## src/rtl/vending_controller.sv

```systemverilog
// Multi-product vending controller.
// Collects coins into a saturating credit register, tracks per-product stock,
// vends against a runtime price table and pays change/refunds coin-by-coin
// to the hopper over a valid/ready handshake.
//
// Ports:
//   clk, reset          clock, asynchronous active-high reset
//   coin_valid_i/val_i  coin presented (00=1, 01=2, 10=5, 11=10 rupees)
//   coin_accept_o       pulse: coin added to credit
//   coin_reject_o       pulse: coin bounced
//   sel_valid_i/id_i    product selection strobe and index
//   price_i             flattened price table, product i at [i*CW +: CW]
//   cancel_i            refund request
//   restock_i           reload every stock counter to STOCK_INIT
//   vend_o/vend_id_o    one-cycle dispense pulse and product index
//   sold_out_o          pulse: selected product has no stock
//   insufficient_o      pulse: credit below price
//   chg_valid_o/val_o   change coin request to hopper
//   chg_ready_i         hopper has taken the coin
//   credit_o            current credit
//   busy_o              high while not accepting coins/selections
module vending_controller #(
    parameter int unsigned N_PROD     = 4,
    parameter int unsigned CW         = 8,
    parameter int unsigned STOCK_W    = 4,
    parameter int unsigned STOCK_INIT = 8,
    localparam int unsigned SEL_W     = (N_PROD > 1) ? $clog2(N_PROD) : 1
) (
    input  logic                 clk,
    input  logic                 reset,
    input  logic                 coin_valid_i,
    input  logic [1:0]           coin_val_i,
    output logic                 coin_accept_o,
    output logic                 coin_reject_o,
    input  logic                 sel_valid_i,
    input  logic [SEL_W-1:0]     sel_id_i,
    input  logic [N_PROD*CW-1:0] price_i,
    input  logic                 cancel_i,
    input  logic                 restock_i,
    output logic                 vend_o,
    output logic [SEL_W-1:0]     vend_id_o,
    output logic                 sold_out_o,
    output logic                 insufficient_o,
    output logic                 chg_valid_o,
    output logic [1:0]           chg_val_o,
    input  logic                 chg_ready_i,
    output logic [CW-1:0]        credit_o,
    output logic                 busy_o
);

    typedef enum logic [1:0] {
        S_ACCEPT = 2'd0,
        S_VEND   = 2'd1,
        S_CHANGE = 2'd2
    } state_e;

    // Rupee value of a coin code.
    function automatic logic [3:0] coin_amt(input logic [1:0] code);
        case (code)
            2'b00:   coin_amt = 4'd1;
            2'b01:   coin_amt = 4'd2;
            2'b10:   coin_amt = 4'd5;
            default: coin_amt = 4'd10;
        endcase
    endfunction

    // Largest coin code whose value does not exceed c.
    function automatic logic [1:0] denom_code(input logic [CW-1:0] c);
        if (c >= CW'(10))     denom_code = 2'b11;
        else if (c >= CW'(5)) denom_code = 2'b10;
        else if (c >= CW'(2)) denom_code = 2'b01;
        else                  denom_code = 2'b00;
    endfunction

    state_e             state_q, state_d;
    logic [CW-1:0]      credit_q, credit_d;
    logic [STOCK_W-1:0] stock_q [N_PROD];

    logic               coin_accept_q, coin_accept_d;
    logic               coin_reject_q, coin_reject_d;
    logic               vend_q, vend_d;
    logic [SEL_W-1:0]   vend_id_q, vend_id_d;
    logic               sold_out_q, sold_out_d;
    logic               insufficient_q, insufficient_d;
    logic               chg_valid_q, chg_valid_d;
    logic [1:0]         chg_val_q, chg_val_d;
    logic               busy_q, busy_d;

    logic               sel_ok_c;
    logic [CW-1:0]      price_sel_c;
    logic [STOCK_W-1:0] stock_sel_c;
    logic [CW:0]        coin_sum_c;
    logic [CW-1:0]      chg_amt_c;
    logic               coin_acc_c, coin_rej_c, sold_c, insuf_c, buy_c, pay_c;

    // Selected product's price and stock; out-of-range ids select nothing.
    always_comb begin
        sel_ok_c    = (32'(sel_id_i) < N_PROD);
        price_sel_c = '0;
        stock_sel_c = '0;
        for (int unsigned i = 0; i < N_PROD; i++) begin
            if (sel_id_i == SEL_W'(i)) begin
                price_sel_c = price_i[i*CW +: CW];
                stock_sel_c = stock_q[i];
            end
        end
    end

    // One extra bit exposes credit overflow for the rejection rule.
    assign coin_sum_c = {1'b0, credit_q} + (CW+1)'(coin_amt(coin_val_i));
    assign chg_amt_c  = CW'(coin_amt(chg_val_q));

    // State register.
    always_ff @(posedge clk or posedge reset) begin
        if (reset) state_q <= S_ACCEPT;
        else       state_q <= state_d;
    end

    // Next-state and event decode; ACCEPT priority is cancel > select > coin.
    always_comb begin
        state_d    = state_q;
        coin_acc_c = 1'b0;
        coin_rej_c = 1'b0;
        sold_c     = 1'b0;
        insuf_c    = 1'b0;
        buy_c      = 1'b0;
        pay_c      = 1'b0;
        case (state_q)
            S_ACCEPT: begin
                if (cancel_i) begin
                    coin_rej_c = coin_valid_i;
                    if (credit_q != '0) state_d = S_CHANGE;
                end else if (sel_valid_i && sel_ok_c) begin
                    coin_rej_c = coin_valid_i;
                    if (stock_sel_c == '0) begin
                        sold_c = 1'b1;
                    end else if (credit_q < price_sel_c) begin
                        insuf_c = 1'b1;
                    end else begin
                        buy_c   = 1'b1;
                        state_d = S_VEND;
                    end
                end else if (coin_valid_i) begin
                    coin_rej_c = coin_sum_c[CW];
                    coin_acc_c = !coin_sum_c[CW];
                end
            end
            S_VEND: begin
                coin_rej_c = coin_valid_i;
                state_d    = (credit_q != '0) ? S_CHANGE : S_ACCEPT;
            end
            S_CHANGE: begin
                coin_rej_c = coin_valid_i;
                if (chg_valid_q && chg_ready_i) begin
                    pay_c = 1'b1;
                    if (credit_q == chg_amt_c) state_d = S_ACCEPT;
                end
            end
            default: state_d = S_ACCEPT;
        endcase
    end

    // Output and datapath next values; change coin follows the next credit.
    always_comb begin
        credit_d = credit_q;
        if (coin_acc_c)  credit_d = coin_sum_c[CW-1:0];
        else if (buy_c)  credit_d = credit_q - price_sel_c;
        else if (pay_c)  credit_d = credit_q - chg_amt_c;
        coin_accept_d  = coin_acc_c;
        coin_reject_d  = coin_rej_c;
        vend_d         = buy_c;
        vend_id_d      = buy_c ? sel_id_i : '0;
        sold_out_d     = sold_c;
        insufficient_d = insuf_c;
        chg_valid_d    = (state_d == S_CHANGE);
        chg_val_d      = chg_valid_d ? denom_code(credit_d) : 2'b00;
        busy_d         = (state_d != S_ACCEPT);
    end

    // Credit and registered outputs.
    always_ff @(posedge clk or posedge reset) begin
        if (reset) begin
            credit_q       <= '0;
            coin_accept_q  <= 1'b0;
            coin_reject_q  <= 1'b0;
            vend_q         <= 1'b0;
            vend_id_q      <= '0;
            sold_out_q     <= 1'b0;
            insufficient_q <= 1'b0;
            chg_valid_q    <= 1'b0;
            chg_val_q      <= 2'b00;
            busy_q         <= 1'b0;
        end else begin
            credit_q       <= credit_d;
            coin_accept_q  <= coin_accept_d;
            coin_reject_q  <= coin_reject_d;
            vend_q         <= vend_d;
            vend_id_q      <= vend_id_d;
            sold_out_q     <= sold_out_d;
            insufficient_q <= insufficient_d;
            chg_valid_q    <= chg_valid_d;
            chg_val_q      <= chg_val_d;
            busy_q         <= busy_d;
        end
    end

    // Stock counters; restock overrides a same-cycle sale.
    always_ff @(posedge clk or posedge reset) begin
        if (reset) begin
            for (int unsigned i = 0; i < N_PROD; i++) stock_q[i] <= STOCK_W'(STOCK_INIT);
        end else begin
            for (int unsigned i = 0; i < N_PROD; i++) begin
                if (restock_i)
                    stock_q[i] <= STOCK_W'(STOCK_INIT);
                else if (buy_c && sel_id_i == SEL_W'(i))
                    stock_q[i] <= stock_q[i] - STOCK_W'(1);
            end
        end
    end

    assign coin_accept_o  = coin_accept_q;
    assign coin_reject_o  = coin_reject_q;
    assign vend_o         = vend_q;
    assign vend_id_o      = vend_id_q;
    assign sold_out_o     = sold_out_q;
    assign insufficient_o = insufficient_q;
    assign chg_valid_o    = chg_valid_q;
    assign chg_val_o      = chg_val_q;
    assign credit_o       = credit_q;
    assign busy_o         = busy_q;

endmodule

```

## config.mk

```make
export PLATFORM = sky130hd
export DESIGN_NAME = vending_controller
export DESIGN_NICKNAME = d
export VERILOG_FILES = /design/src/rtl/vending_controller.sv
export SDC_FILE = /design/constraint.sdc
export NUM_CORES = 1
export LEC_CHECK = 0
export BUFFER_PORTS_ARGS = -buffer_cell sky130_fd_sc_hd__buf_4
export CORE_UTILIZATION = 50
export DETAILED_ROUTE_END_ITERATION = 7
export GPL_TIMING_DRIVEN = 0
export PLACE_DENSITY = 0.8
export SYNTH_ARGS = -nofsm -noshare
export SYNTH_HDL_FRONTEND = slang
export SYNTH_SLANG_ARGS = --single-unit
```

## constraint.sdc

```tcl
create_clock -name clk -period 2.8 [get_ports clk]
set_input_delay 0.28 -clock clk [delete_from_list [all_inputs] [get_ports clk]]
set_output_delay 0.28 -clock clk [all_outputs]
set_load 0.005 [all_outputs]
```

# After elaboration in Yosys (flattened, before gate mapping)
# Cells that the tools add are included.
# totals
n_memories	0
regBits	37
latchBits	0
rom_bits	0
inputBits	43
ram_bits	0
word_cells	114
# op_classes
shifts	0
mul	0
mux	59
n_addsub	7
n_reduce_logical	18
div	0
magnitude_cmp	4
eq_ne	11
bitwise	0
# ops
operator	count
$mux 8	7
$mux 4	12
$mux 1	24
$mux 2	12
$pmux 4 s3	2
$sub 4x1->4 const B	4
$eq 2x2->1 const B	6
$reduce_bool 2->1	5
$add 8x4->9	1
$eq 2x1->1 const B	4
$eq 8x4->1	1
$ge 8x2->1 const B	1
$ge 8x3->1 const B	1
$ge 8x4->1 const B	1
$logic_not 2->1	4
$lt 8x8->1	1
$reduce_bool 8->1	1
$sub 8x4->8	1
$sub 8x8->8	1
$pmux 2 s3	1
$logic_and 1x1->1	5
$logic_not 4->1	1
$pmux 1 s2	1
$reduce_or 2->1	1
$logic_not 1->1	1

# Longest topological paths before layout
# depth
depth_word	18
mapped_depth	17
ltp_nobuf	13

# Worst setup path after synthesis
# OpenSTA, ideal clock, no wires.
# synth_path
kind	input-to-reg
startpoint	input sel_id_i[0]
endpoint	register chg_val_q[0], in the netlist chg_val_o[0]
path_stages	15
arrival_ns	3.447
path_buffers	2
slack_ns	-0.771
cell_sequence	buf_6 -> clkbuf_1 -> mux4_2 -> ha_1 -> inv_1 -> fa_1 -> a211oi_1 -> o211ai_1 -> o221a_2 -> nand3_4 -> clkinv_4 -> a211oi_2 -> o311a_1 -> o31a_1 -> o31a_1
# synth_via
elab_chain_cells	18
word_cells_on_any_way	35
cone_classes	add/sub (1); order compare (4); eq/ne (4); mux (24); reduce/logical (2)
# synth_rtl
item	line_no	source
start: declaration	36	input logic [SEL_W-1:0] sel_id_i,
$logic_not 2->1	102	if (sel_id_i == SEL_W'(i)) begin
$mux 8 (4 in a row)	102	
$lt 8x8->1	137	end else if (credit_q < price_sel_c) begin
$mux 1	137	
$mux 1	135	if (stock_sel_c == '0) begin
$mux 1	133	end else if (sel_valid_i && sel_ok_c) begin
$mux 1	130	if (cancel_i) begin
$mux 1	128	case (state_q)
$mux 8	167	else if (buy_c) credit_d = credit_q - price_sel_c;
$mux 8	166	if (coin_acc_c) credit_d = coin_sum_c[CW-1:0];
$ge 8x2->1	71	else if (c >= CW'(2)) denom_code = 2'b01;
$mux 1	71	
$mux 2	70	else if (c >= CW'(5)) denom_code = 2'b10;
$mux 2	69	if (c >= CW'(10)) denom_code = 2'b11;
$mux 2 *	176	chg_val_d = chg_valid_d ? denom_code(credit_d) : 2'b00;
named net chg_val_d[0]	86	logic [1:0] chg_val_q, chg_val_d;
end signal: assignment	202	chg_val_q <= chg_val_d;
end: declaration	86	
# The timed path passes the listed nets; every way through them passes the cells marked *.
# A chain may end at the register's enable or synchronous reset.

# Final worst setup path
# layout_path
startpoint	input sel_id_i[0]
endpoint	register chg_val_q[1], in the netlist chg_val_o[1]
# layout_via
elab_chain_cells	17
word_cells_on_any_way	33
cone_classes	add/sub (1); order compare (3); eq/ne (4); mux (23); reduce/logical (2)
# layout_rtl
item	line_no	source
$logic_not 2->1	102	
$mux 8 (4 in a row)	102	
$lt 8x8->1	137	
$mux 1	137	
$mux 1 *	135	
$mux 1 *	133	
$mux 1 *	130	
$mux 1 *	128	
named net buy_c	94	logic coin_acc_c, coin_rej_c, sold_c, insuf_c, buy_c, pay_c;
$mux 8 *	167	
$mux 8 *	166	
named net credit_d[3]	76	logic [CW-1:0] credit_q, credit_d;
$ge 8x3->1	70	
$mux 2	70	
$mux 2 *	69	
$mux 2 *	176	
named net chg_val_d[1]	86	
# Marked as above.

==> metrics.md <==
| Metric | Value |
|---|---|
| Post-CTS Hold Buffers | 0 |
| Fin util | 0.701 |
| Vias in the first global route | 2,567 |
| Area leader, netlist | dfrtp_1 |
| Maximum capacitance violations | 0 |
| Vias/cell | 5.53 |
| # port buffers | 59 |
| Cell with the most instances after synthesis | inv_1 |
| Synth warn | 0 |
| Tcrit/Tclk final | 1.10 |
| Routability Congestion | 0.879 |
| R2R Setup Slk | -0.26 ns |
| CTS Buf Count | 5 |
| DP HPWL | 5.27 mm |
| F_max | 325 MHz |
| Reg-to-reg endpoint | chg_val_o[1]$_DFF_PP0_ |
| Clock Path Buffers | 2 |
| Slew Limit Fails | 0 |
| Peak VDD IR | 479 µV |
| Gr usage total | 0.247 |
| Clock transition at the registers of the reported paths | 0.08 ns |
| Final net count | 462 |
| Syn avg cell area | 9.29 µm² |
| Crit path to | chg_val_o[1]$_DFF_PP0_ |
| Failing checks | negative setup slack |
| CTS tree | built |
| Routed wire length | 7.14 mm |
| Critical path peak fanout | 7 |
| Endpoints failing setup | 7 |
| Hold Fails Final Rpt | 0 |
| Syn Inst Count | 311 |
| Worst path cell trace | buf_12 -> clkbuf_16 -> mux4_2 -> ha_4 -> inv_2 -> fa_2 -> a211oi_2 -> o211ai_1 -> o221a_2 -> nand3_4 -> clkinv_4 -> buf_8 -> a211oi_4 -> o22ai_2 -> buf_4 -> o41a_1 |
| Tot Pwr | 0.00333 W |
| Clock root cell | clkbuf_8 |
| Antenna Nets Post-Route | 0 |
| Worst skew pair latency | 0.30 ns |
| Pin count of the biggest net entering global routing | 38 |
| Average routed wire per standard cell | 15.4 µm |
| R2R depth | 14 |
| Yosys cell types | 61 |
| # DRC | 0 |
| Crit path launch | sel_id_i[0] |
| Die height | 78.0 µm |
| Status | finished, violations left |
| Area grow syn2layout | 34.4% |
| Core Box Area | 0.00554 mm² |
| I/O Pins | 62 |
| Total grt overflow | 0 |
| Top post-synthesis cells by area | dfrtp_1 29%, ha_1 10%, mux4_2 6.2% |
| # fillers | 427 |
| Initial Util | 0.521 |
| Synth Net Count | 381 |
| CP max-delay cell | o41a_1 |
| PwrDens | 858 mW/mm² |
| Critical path endpoint category | flip-flop |
| DR iter-0 viols | 140 |
| Die ar. | 0.00609 mm² |
| Register area share after synthesis | 0.322 |
| Top_reg_cell synth | dfrtp_1 |
| Reg-to-reg critical path startpoint | credit_o[0]$_DFF_PP0_ |
| Slew HR | 0.468 |
| Synth Cell Area | 0.00289 mm² |
| Fraction of registers with async set/reset | 1.00 |
| Critical path launch point type | primary input |
| Least-Margin Pin Slew | 0.798 ns |
| H-tree depth | 2 |
| Die X | 78.0 µm |
| Crit path required time | 2.97 ns |
| Layout cells sized above 1 | 0.382 |
| Skew final | 0.00729 ns |
| Clock sink count | 37 |
| Ant diodes | 0 |
| FF+latch count, synth | 37 |
| Drt first pass iters | 4 |
| Crit path largest cell delay | 0.41 ns |
| Setup ws final | -0.274 ns |
| Post-synth EDFFs | 0 |
| RSZ-0062 raised after global routing | yes |
| Row count | 27 |
| Setup CP Type | in2reg |
| Area share of the largest cell type after synthesis | 0.286 |
| Via Count | 2,573 |
| First-pass GRT wire length | 11.8 mm |
| Static leakage power | 1.77 nW |
| Tmin final | 3.07 ns |
| Initial antenna violation count | 0 |
| Commonest cells in the netlist | 34 x inv_1, 33 x dfrtp_1, 29 x nor2_1 |
| HP Class | in2async |
| Arr. time, crit path | 3.25 ns |
[what timing repair did]
| action | CTS | global route |
|---|---|---|
| pin swaps | 9 | 8 |
| endpoints found under the setup margin | 25 | 22 |
| buffers inserted | 12 | 6 |
| gates cloned | 0 | 0 |
| hold endpoints to repair | 0 | 0 |
| gates resized for setup | 15 | 29 |
[worst max-delay path: cells and delay by family]
kind / cells / cell delay (ns)
AO/OA/AOI/OAI: 6 / 1.34
buffers and inverters: 6 / 0.66
adder cells (fa/ha/maj): 2 / 0.46
multiplexers: 1 / 0.35
AND/OR/NAND/NOR: 1 / 0.13
[how the worst min path moves through the flow]
stage | from | slack, ns | cells after the start | end
after floorplan | coin_valid_i | 0.44 | 1 | coin_reject_o$_DFF_PP0_
after global placement | stock_q[7]$_DFFE_PP1P_ | 0.50 | 1 | stock_q[7]$_DFFE_PP1P_
after detailed placement | reset | 0.48 | 2 | state_q[1]$_DFF_PP0_
after CTS | reset | 0.16 | 2 | insufficient_o$_DFF_PP0_
after global routing | reset | 0.19 | 2 | state_q[0]$_DFF_PP0_
final | reset | 0.14 | 2 | coin_accept_o$_DFF_PP0_
[layer usage]
metal  up-vias  share of wire  wire, µm  GRT usage
met2        68           0.52      3700      0.447
met5         -              0         0          0
li1       1256              -         -          -
met4         0         0.0090        64     0.0389
met1      1240           0.43      3070      0.318
met3         9          0.043       310     0.0360
[flip-flops by register name (all words and copies together) (netlist names)]
register        cells
busy_o              1
chg_val_o           2
chg_valid_o         1
coin_accept_o       1
coin_reject_o       1
credit_o            8
insufficient_o      1
sold_out_o          1
state_q             2
stock_q            16
vend_id_o           2
vend_o              1
[per-stage QoR]
step | setup slack (ns) | cells | hold WS [ns] | TNS (ns) | cell area [µm²]
CTS | -0.262 | 460 | 0.165 | -0.518 | 3710
floorplan | -0.437 | 311 | 0.441 | -2.47 | 2950
global route | -0.453 | 465 | 0.195 | -2.82 | 3880
global placement | -1.02 | 442 | 0.498 | -14.60 | 3490
finish | -0.274 | 465 | 0.137 | -0.880 | 3880
detailed placement | -1.02 | 442 | 0.480 | -15.13 | 3490
[power by group]
part,leakage (nW),internal (W),total [W],switching [W]
clock network,0.0512,0.000200,0.000411,0.000212
registers,0.469,0.000667,0.000851,0.000183
logic,1.25,0.00103,0.00207,0.00104
total,1.77,0.00190,0.00333,0.00143
[cell usage in the layout, fill, tap and decap left out, types with 6 or more instances in the layout]
| master | instances |
|---|---|
| ha_1 | 22 |
| mux4_2 | 8 |
| a21oi_1 | 9 |
| xnor2_1 | 11 |
| buf_4 | 71 |
| dfrtp_1 | 31 |
| inv_1 | 31 |
| clkbuf_8 | 6 |
| nor2_1 | 26 |
| o21ai_0 | 8 |
| xor2_1 | 9 |
| a21o_1 | 9 |
| nand2_1 | 24 |
| nand3_1 | 6 |
[cell families (layout without fill, tap and decap cells)]
logic type / Yosys count / in the layout / synth area share
simple gates: 107 / 107 / 0.193
xor+xnor: 21 / 21 / 0.0637
mux: 9 / 9 / 0.0663
compound gates: 63 / 63 / 0.160
buf+inv: 47 / 129 / 0.0702
fa+ha+maj: 27 / 27 / 0.125
flops: 37 / 37 / 0.322
[cell type report]
type / count / area, µm² / share of cell area
buffer: 9 / 88.8 / 0.0229
clock buffer: 6 / 82.6 / 0.0213
clock inverter: 2 / 13.8 / 0.00354
inverter: 36 / 140 / 0.0361
multi-input combinational: 227 / 1930 / 0.498
sequential: 37 / 933 / 0.240
tap: 72 / 90.1 / 0.0232
timing repair buffer: 76 / 602 / 0.155
Power figures use the tool's default switching activity.
